<file path="config.mk">
export PLATFORM = sky130hd
export DESIGN_NAME = ppu_bg_fetcher
export DESIGN_NICKNAME = d
export VERILOG_FILES = /design/src/rtl/ppu_bg_fetcher.sv
export SDC_FILE = /design/constraint.sdc
export NUM_CORES = 1
export LEC_CHECK = 0
export BUFFER_PORTS_ARGS = -buffer_cell sky130_fd_sc_hd__buf_2
export CAP_MARGIN = 25
export CELL_PAD_IN_SITES_DETAIL_PLACEMENT = 0
export CELL_PAD_IN_SITES_GLOBAL_PLACEMENT = 1
export CORE_UTILIZATION = 36
export CTS_CLUSTER_DIAMETER = 50
export CTS_CLUSTER_SIZE = 14
export DETAILED_ROUTE_END_ITERATION = 6
export PLACE_DENSITY = 0.8
export SYNTH_ARGS = -nofsm -noshare
export SYNTH_HDL_FRONTEND = slang
export SYNTH_SLANG_ARGS = --single-unit
</file>
<file path="constraint.sdc">
create_clock -name clk -period 2.1 [get_ports clk]
set_clock_uncertainty 0.05 [all_clocks]
set_input_delay 0.315 -clock clk [delete_from_list [all_inputs] [get_ports clk]]
set_output_delay 0.315 -clock clk [all_outputs]
set_load 0.02 [all_outputs]
</file>
<file path="src/rtl/ppu_bg_fetcher.sv">
// ============================================================================
// ppu_bg_fetcher
// ----------------------------------------------------------------------------
// Background / window tile fetcher for the mode-3 pixel pipeline. Reads a
// tile-map byte and two tile-data bytes from VRAM, then pushes the 8 decoded
// pixels one per cycle into the background pixel FIFO.
// ----------------------------------------------------------------------------
// Revision: 1.0 - initial release
// ============================================================================
`default_nettype none

package ppu_pkg;
    // Pixel record carried through the pixel FIFOs.
    typedef struct packed {
        logic [1:0] color;
        logic [2:0] palette;
        logic       bg_priority;
        logic       is_obj;
    } ppu_pixel_t;
endpackage

module ppu_bg_fetcher
    import ppu_pkg::*;
(
    input  logic        clk,
    input  logic        reset,
    input  logic        start,
    input  logic        stop,
    input  logic        window_start,
    input  logic        lcdc_bg_map,
    input  logic        lcdc_tile_data,
    input  logic        lcdc_win_map,
    input  logic [7:0]  ly,
    input  logic [7:0]  scx,
    input  logic [7:0]  scy,
    input  logic [7:0]  wlc,
    output logic [12:0] vram_addr,
    output logic        vram_rd,
    input  logic [7:0]  vram_data,
    input  logic [4:0]  fifo_count,
    input  logic        fifo_full,
    output logic        push_en,
    output ppu_pixel_t  push_px,
    output logic        busy
);

    localparam logic [2:0] c_ST_IDLE  = 3'd0;
    localparam logic [2:0] c_ST_TILE0 = 3'd1;
    localparam logic [2:0] c_ST_TILE1 = 3'd2;
    localparam logic [2:0] c_ST_LO0   = 3'd3;
    localparam logic [2:0] c_ST_LO1   = 3'd4;
    localparam logic [2:0] c_ST_HI0   = 3'd5;
    localparam logic [2:0] c_ST_HI1   = 3'd6;
    localparam logic [2:0] c_ST_PUSH  = 3'd7;

    localparam logic [12:0] c_MAP_LO       = 13'h1800;
    localparam logic [12:0] c_MAP_HI       = 13'h1C00;
    localparam logic [12:0] c_SIGNED_BASE  = 13'h1000;
    localparam logic [4:0]  c_BURST_ROOM   = 5'd8;

    logic [2:0]  r_state;
    logic [2:0]  w_next_state;
    logic        r_win_mode;
    logic [4:0]  r_fetch_x;
    logic [4:0]  r_win_x;
    logic [7:0]  r_tile;
    logic [7:0]  r_lo;
    logic [7:0]  r_hi;
    logic [2:0]  r_px_idx;

    logic [7:0]  w_bg_y;
    logic [4:0]  w_bg_col;
    logic [2:0]  w_row;
    logic [12:0] w_map_base;
    logic [9:0]  w_map_off;
    logic [12:0] w_map_addr;
    logic [12:0] w_tile_base;
    logic [12:0] w_lo_addr;
    logic [12:0] w_hi_addr;
    logic [2:0]  w_bit_sel;
    logic        w_abort;
    logic        w_burst_ok;
    logic        w_push;

    // Address arithmetic: map entry, tile row and tile-data location.
    always_comb begin
        w_bg_y     = ly + scy;
        // scx low bits cannot carry into bit 3 because fetch_x is added at bit 3.
        w_bg_col   = 5'((scx + {r_fetch_x, 3'b000}) >> 3);
        w_row      = r_win_mode ? wlc[2:0] : w_bg_y[2:0];
        w_map_base = (r_win_mode ? lcdc_win_map : lcdc_bg_map) ? c_MAP_HI : c_MAP_LO;
        w_map_off  = r_win_mode ? {wlc[7:3], r_win_x} : {w_bg_y[7:3], w_bg_col};
        w_map_addr = w_map_base + {3'b000, w_map_off};
        // Signed mode: sign-extended index * 16, offset from 0x1000, 13-bit wrap.
        w_tile_base = lcdc_tile_data ? {1'b0, r_tile, 4'b0000}
                                     : (c_SIGNED_BASE + {r_tile[7], r_tile, 4'b0000});
        w_lo_addr  = w_tile_base + {9'd0, w_row, 1'b0};
        w_hi_addr  = w_tile_base + {9'd0, w_row, 1'b1};
        w_bit_sel  = 3'd7 - r_px_idx;
    end

    // Push qualification: room is checked only on the first pixel of a burst.
    always_comb begin
        w_abort    = stop | start | window_start;
        w_burst_ok = (r_px_idx != 3'd0) || (fifo_count <= c_BURST_ROOM);
        w_push     = (r_state == c_ST_PUSH) && !w_abort && !fifo_full && w_burst_ok;
    end

    // State register.
    always_ff @(posedge clk or posedge reset) begin
        if (reset) begin
            r_state <= c_ST_IDLE;
        end else begin
            r_state <= w_next_state;
        end
    end

    // Next-state: fetch sequence with stop > start > window_start overrides.
    always_comb begin
        w_next_state = r_state;
        case (r_state)
            c_ST_IDLE:  w_next_state = c_ST_IDLE;
            c_ST_TILE0: w_next_state = c_ST_TILE1;
            c_ST_TILE1: w_next_state = c_ST_LO0;
            c_ST_LO0:   w_next_state = c_ST_LO1;
            c_ST_LO1:   w_next_state = c_ST_HI0;
            c_ST_HI0:   w_next_state = c_ST_HI1;
            c_ST_HI1:   w_next_state = c_ST_PUSH;
            c_ST_PUSH:  w_next_state = (w_push && (r_px_idx == 3'd7)) ? c_ST_TILE0 : c_ST_PUSH;
            default:    w_next_state = c_ST_IDLE;
        endcase
        if (stop) begin
            w_next_state = c_ST_IDLE;
        end else if (start || window_start) begin
            w_next_state = c_ST_TILE0;
        end
    end

    // Outputs decoded from the registered state.
    always_comb begin
        vram_rd   = 1'b0;
        vram_addr = 13'd0;
        push_en   = 1'b0;
        push_px   = '0;
        busy      = (r_state != c_ST_IDLE);
        case (r_state)
            c_ST_TILE0: begin
                vram_rd   = 1'b1;
                vram_addr = w_map_addr;
            end
            c_ST_LO0: begin
                vram_rd   = 1'b1;
                vram_addr = w_lo_addr;
            end
            c_ST_HI0: begin
                vram_rd   = 1'b1;
                vram_addr = w_hi_addr;
            end
            c_ST_PUSH: begin
                push_en = w_push;
                if (w_push) begin
                    push_px.color = {r_hi[w_bit_sel], r_lo[w_bit_sel]};
                end
            end
            default: ;
        endcase
    end

    // Datapath: fetched bytes, burst pixel index and tile column counters.
    always_ff @(posedge clk or posedge reset) begin
        if (reset) begin
            r_win_mode <= 1'b0;
            r_fetch_x  <= 5'd0;
            r_win_x    <= 5'd0;
            r_tile     <= 8'd0;
            r_lo       <= 8'd0;
            r_hi       <= 8'd0;
            r_px_idx   <= 3'd0;
        end else if (stop) begin
            r_px_idx   <= 3'd0;
        end else if (start) begin
            r_win_mode <= 1'b0;
            r_fetch_x  <= 5'd0;
            r_px_idx   <= 3'd0;
        end else if (window_start) begin
            r_win_mode <= 1'b1;
            r_win_x    <= 5'd0;
            r_px_idx   <= 3'd0;
        end else begin
            case (r_state)
                c_ST_TILE1: r_tile <= vram_data;
                c_ST_LO1:   r_lo   <= vram_data;
                c_ST_HI1:   r_hi   <= vram_data;
                c_ST_PUSH: begin
                    if (w_push) begin
                        r_px_idx <= r_px_idx + 3'd1;
                        if (r_px_idx == 3'd7) begin
                            if (r_win_mode) begin
                                r_win_x <= r_win_x + 5'd1;
                            end else begin
                                r_fetch_x <= r_fetch_x + 5'd1;
                            end
                        end
                    end
                end
                default: ;
            endcase
        end
    end

endmodule

`default_nettype wire

</file>
### After elaboration in Yosys (flattened, before gate mapping)

Index checks and enable logic that the tools add are counted.

| cells by class | value |
|---|---|
| $lt $le $gt $ge | 2 |
| muxes and demuxes | 36 |
| equal/unequal tests | 10 |
| add/sub/neg operators | 10 |
| reduce and logical (&&, ||, !) cells | 29 |
| bitwise operators | 5 |

Operator list:

| cell | number |
|---|---|
| $mux 5 | 11 |
| $pmux 13 s3 | 1 |
| $mux 3 | 9 |
| $add 13x4->13 | 2 |
| $pmux 3 s8 | 1 |
| $add 8x8->8 | 2 |
| $reduce_bool 2->1 | 8 |
| $eq 3x3->1 const B | 5 |
| $add 12x11->13 | 1 |
| $add 13x13->13 const A | 1 |
| $mux 13 | 1 |
| $reduce_and 4->1 | 3 |
| $reduce_and 6->1 | 2 |
| $mux 11 | 1 |
| $add 5x1->5 const B | 2 |
| $mux 10 | 1 |
| $reduce_bool 4->1 | 2 |
| $mux 1 | 7 |
| $bmux 1 s3 | 2 |
| $eq 3x2->1 const B | 2 |
| $reduce_bool 3->1 | 2 |
| $le 5x4->1 const B | 1 |
| $logic_and 1x1->1 | 4 |
| $lt 3x4->1 const B | 1 |
| 12 further kinds | 20 |

| word-level totals | value |
|---|---|
| bits of input ports | 54 |
| output and inout bits | 23 |
| register bits after elaboration | 41 |
| logic and storage cells | 100 |

### Depth between registers and ports, before layout

| logic depth | value |
|---|---|
| depth in word-level cells | 11 |
| depth in mapped cells | 9 |
| mapped depth without buffers | 7 |

### Least setup slack after synthesis

No wires, ideal clock.

| path | value |
|---|---|
| path type | input-to-output |
| start point | input port ly[0] |
| end point | output port vram_addr[8] |
| setup slack | -0.350 ns |
| required time | 1.735 ns |
| stages | 7 |
| data arrival time | 2.085 ns |
| cell sequence | ha_1 -> fa_1 -> a21o_1 -> a211oi_1 -> o211ai_1 -> o31a_1 -> o21ai_0 |

| on the way | value |
|---|---|
| word-level cells in the longest chain between the ends | 4 |
| elaborated cells on any way between the ends | 7 |
| classes of those cells | add/sub: 4; mux: 3 |

Ends and longest elaborated chain:

| what | line | source |
|---|---|---|
| start, declared | 33 | `input logic [7:0] ly,` |
| $add 8x8->8 * | 87 | `w_bg_y = ly + scy;` |
| $mux 3 / $mux 10 (equally long branches) | 90, 92 |  |
| $add 13x4->13 (tied with other cells) | 98 | `w_hi_addr = w_tile_base + {9'd0, w_row, 1'b1};` |
| $pmux 13 s3 * | 146 | `case (r_state)` |
| end, declared | 37 | `output logic [12:0] vram_addr,` |

Every way passes the cells marked *; elsewhere a longest branch is shown, timed or not.

### Final worst setup path

| path | value |
|---|---|
| start point | input port scy[0] |
| end point | output port vram_addr[8] |

| on the way | value |
|---|---|
| word-level cells in the longest chain between the ends | 4 |
| elaborated cells on any way between the ends | 7 |
| classes of those cells | add/sub: 4; mux: 3 |

Ends and longest elaborated chain:

| what | line | source |
|---|---|---|
| start, declared | 35 | `input logic [7:0] scy,` |
| $add 8x8->8 * | 87 |  |
| $mux 3 / $mux 10 (equally long branches) | 90, 92 |  |
| $add 13x4->13 (tied with other cells) | 98 |  |
| $pmux 13 s3 * | 146 |  |

Marked as above.

==> metrics <==
status=complete, but fails checks; failing checks=setup timing; die span in x=89.7 um; worst-path cell chain=buf_6 > ha_4 > fa_2 > a21o_1 > a211oi_2 > o211ai_1 > o31a_1 > o21ai_2 > buf_6; area fraction of the dominant cell type after synthesis=37.1%; power consumption=1.94 mW; clk sinks=41; Initial DRC Count=124; total congestion overflow=0; Tightest Pin Transition=0.674 ns; Slew HR=54.7%; Row Count=31; Max Slew Vio Count=0; Final Hold Viols=0; worst vdd ir=0.000232 V; share of cells above drive strength 1=49.5%; PnR worst setup slack=-0.203 ns; type of origin of the critical path=input port; NumNets Final=437; vias per cell=5.08; count leader, synth=dfrtp_1; final setup vio count=5; clock buffer depth=2; setup slack, reg-to-reg=0.11 ns; worst endpoint data arrival time=1.94 ns; Placer Congestion=0.774; Critical Path RT=1.74 ns; Hold/Removal Path Class=input port to async pin; CTS Buf Count=5; prevailing post-synth register cell=dfrtp_1; final core area utilization=51.8%; Crit path buffers/inverters=2; minimum clock period=2.30 ns; largest cells by area after synthesis=dfrtp_1 37%, ha_1 7.2%, mux2_2 6.9%; GRT Util Overall=17.0%; CTS tree=built; slowest CP cell=fa_2; Achievable Freq=0.434 GHz; Yosys warnings=0; Placement Setup Slack=-0.470 ns; first-pass GRT wire length=10.3 mm; ys async rst share=100%; Levels on crit path=9; EDFF count, synth=0; Avg Inst Size Synth=10.3 um^2; Starting Density=37.7%; Detail Placement HPWL=5.24 mm; reg-to-reg critical path startpoint=r_px_idx[0]$_DFFE_PP0P_; Worst-Skew Late Latency=0.29 ns; placeable core area=7330 um^2; Worst setup EP type=output port; Die Y=89.7 um; Routed WL=6.92 mm; via count=2361; Area Overhead vs Synth=37.3%; Post-Syn Instances=268; io pins=77; Critical Setup Path Class=input port to output port; Reg2Reg Depth=9; Mapped Area=2770 um^2; Max stage delay on crit path=0.34 ns; register area share after synthesis=37.1%; pwr/cell area=510 nW/um^2; RSZ-0062 raised after global routing=true; hold_buf cts=0; first-pass detailed-route iteration total=4; vias in the first global route=2231; DRC=0; Yosys cell types=51; die footprint=8040 um^2; Port-buffer cells=68; worst r2r dst=r_win_x[3]$_DFFE_PP0P_; initial antenna violation count=0; Clock Tree Root=clkbuf_8; pin count of the biggest net entering global routing=42; H-tree Lvls=2; cell family with most CP delay=compound AO/OA/AOI/OAI gates; WL per Instance=14.9 um; crit-path max FO=2; CTS clk-pin slew, worst paths=0.07 ns; area leader, netlist=dfrtp_1; crit share post-route=110%; leakage power=1.87 nW; Post-synth top cells=41 x dfrtp_1, 20 x o21ai_0, 19 x nor2_1; diode count=0; Detail Route Antenna Nets=0; Crit path top cell by count=buf_6; max-cap violations=0; #FFs+latches synth=41
## sequential cells by signal (all words and copies together), names as in the netlist
register    cells
r_win_x         5
r_win_mode      1
r_state         3
r_hi            8
r_lo            8
r_px_idx        3
r_fetch_x       5
r_tile          8
## final cells by class
type / instances / area, um^2
fill: 661 / 3530
sequential: 41 / 1030
timing repair buffer: 104 / 684
clock inverter: 2 / 37.5
inverter: 6 / 22.5
multi-input combinational: 207 / 1820
tap: 99 / 124
clock buffer: 6 / 82.6
## report_power, final
part	switching, mW	internal [mW]	leakage [nW]
combinational	0.238	0.219	1.26
sequential	0.0182	0.813	0.558
clock	0.264	0.386	0.0574
## cells in the final DEF (no fill, tap or decap), types with 2 or more instances in the layout
cell,n
nand3_1,10
dfrtp_1,37
mux4_2,4
a32oi_2,4
ha_4,3
o21ai_2,4
xnor2_1,5
a21oi_2,2
a32oi_1,2
or3_4,2
a211oi_2,2
mux2i_1,8
o31ai_1,2
dfrtp_2,4
a21o_1,5
buf_4,38
o21ai_1,6
fa_2,2
and3_1,2
nand2_1,17
xor2_1,5
mux2_4,8
clkbuf_8,6
nor3_1,4
a21oi_1,9
mux2_2,17
inv_1,6
nor2_1,17
nand2b_1,2
a31oi_1,3
nor2b_1,3
ha_1,12
o22ai_1,2
o21ai_0,10
buf_6,11
buf_2,55
conb_1,5
or4_1,2
## layer usage
layer | routed length, um | GRT usage [%] | vias to the layer above
met5 | 0 | 0 | -
met4 | 131 | 6.35 | 0
met3 | 318 | 2.65 | 11
met2 | 3470 | 29.3 | 60
met1 | 3000 | 21.5 | 1120
li1 | - | - | 1170
## tightest hold or removal path, cell delays in order
cell	delay [ns]
buf_2	0.09
inv_1	0.04
buf_4	0.43
## cell families after synthesis
logic type | count (synthesis) | share of synthesized area, %
xor+xnor | 12 | 3.80
simple gates | 71 | 13.3
fa+ha+maj | 18 | 8.68
buf+inv | 24 | 4.66
other cells | 1 | 0.136
compound gates | 64 | 15.0
mux | 37 | 17.4
flops | 41 | 37.1
## through the flow
stage / TNS (ns) / instances / cell area (um^2) / hold slack (ns)
finish: -0.717 / 465 / 3800 / 0.0840
global route: -1.32 / 465 / 3800 / 0.135
CTS: -0.832 / 462 / 3610 / 0.100
detailed placement: -0.953 / 447 / 3340 / 0.422
global placement: -0.746 / 447 / 3340 / 0.420
floorplan: -0.105 / 272 / 2790 / 0.331
## worst max-delay path by stage
stage	end	slack [ns]	start
final	vram_addr[8]	-0.20	scy[0]
after detailed placement	vram_addr[8]	-0.47	ly[0]
after CTS	vram_addr[8]	-0.21	scy[0]
after floorplan	vram_addr[8]	-0.10	ly[0]
after global placement	vram_addr[8]	-0.39	ly[0]
after global routing	vram_addr[4]	-0.29	r_fetch_x[0]$_DFFE_PP0P_
## timing repair
action                                 4_1_cts  5_1_grt
setup buffers                                7        3
pin swaps                                   16       24
endpoints found under the hold margin        0        0
resized for setup                           25       42
setup endpoints to repair                   11       14
No activity file was read; power rests on OpenSTA's default activity.
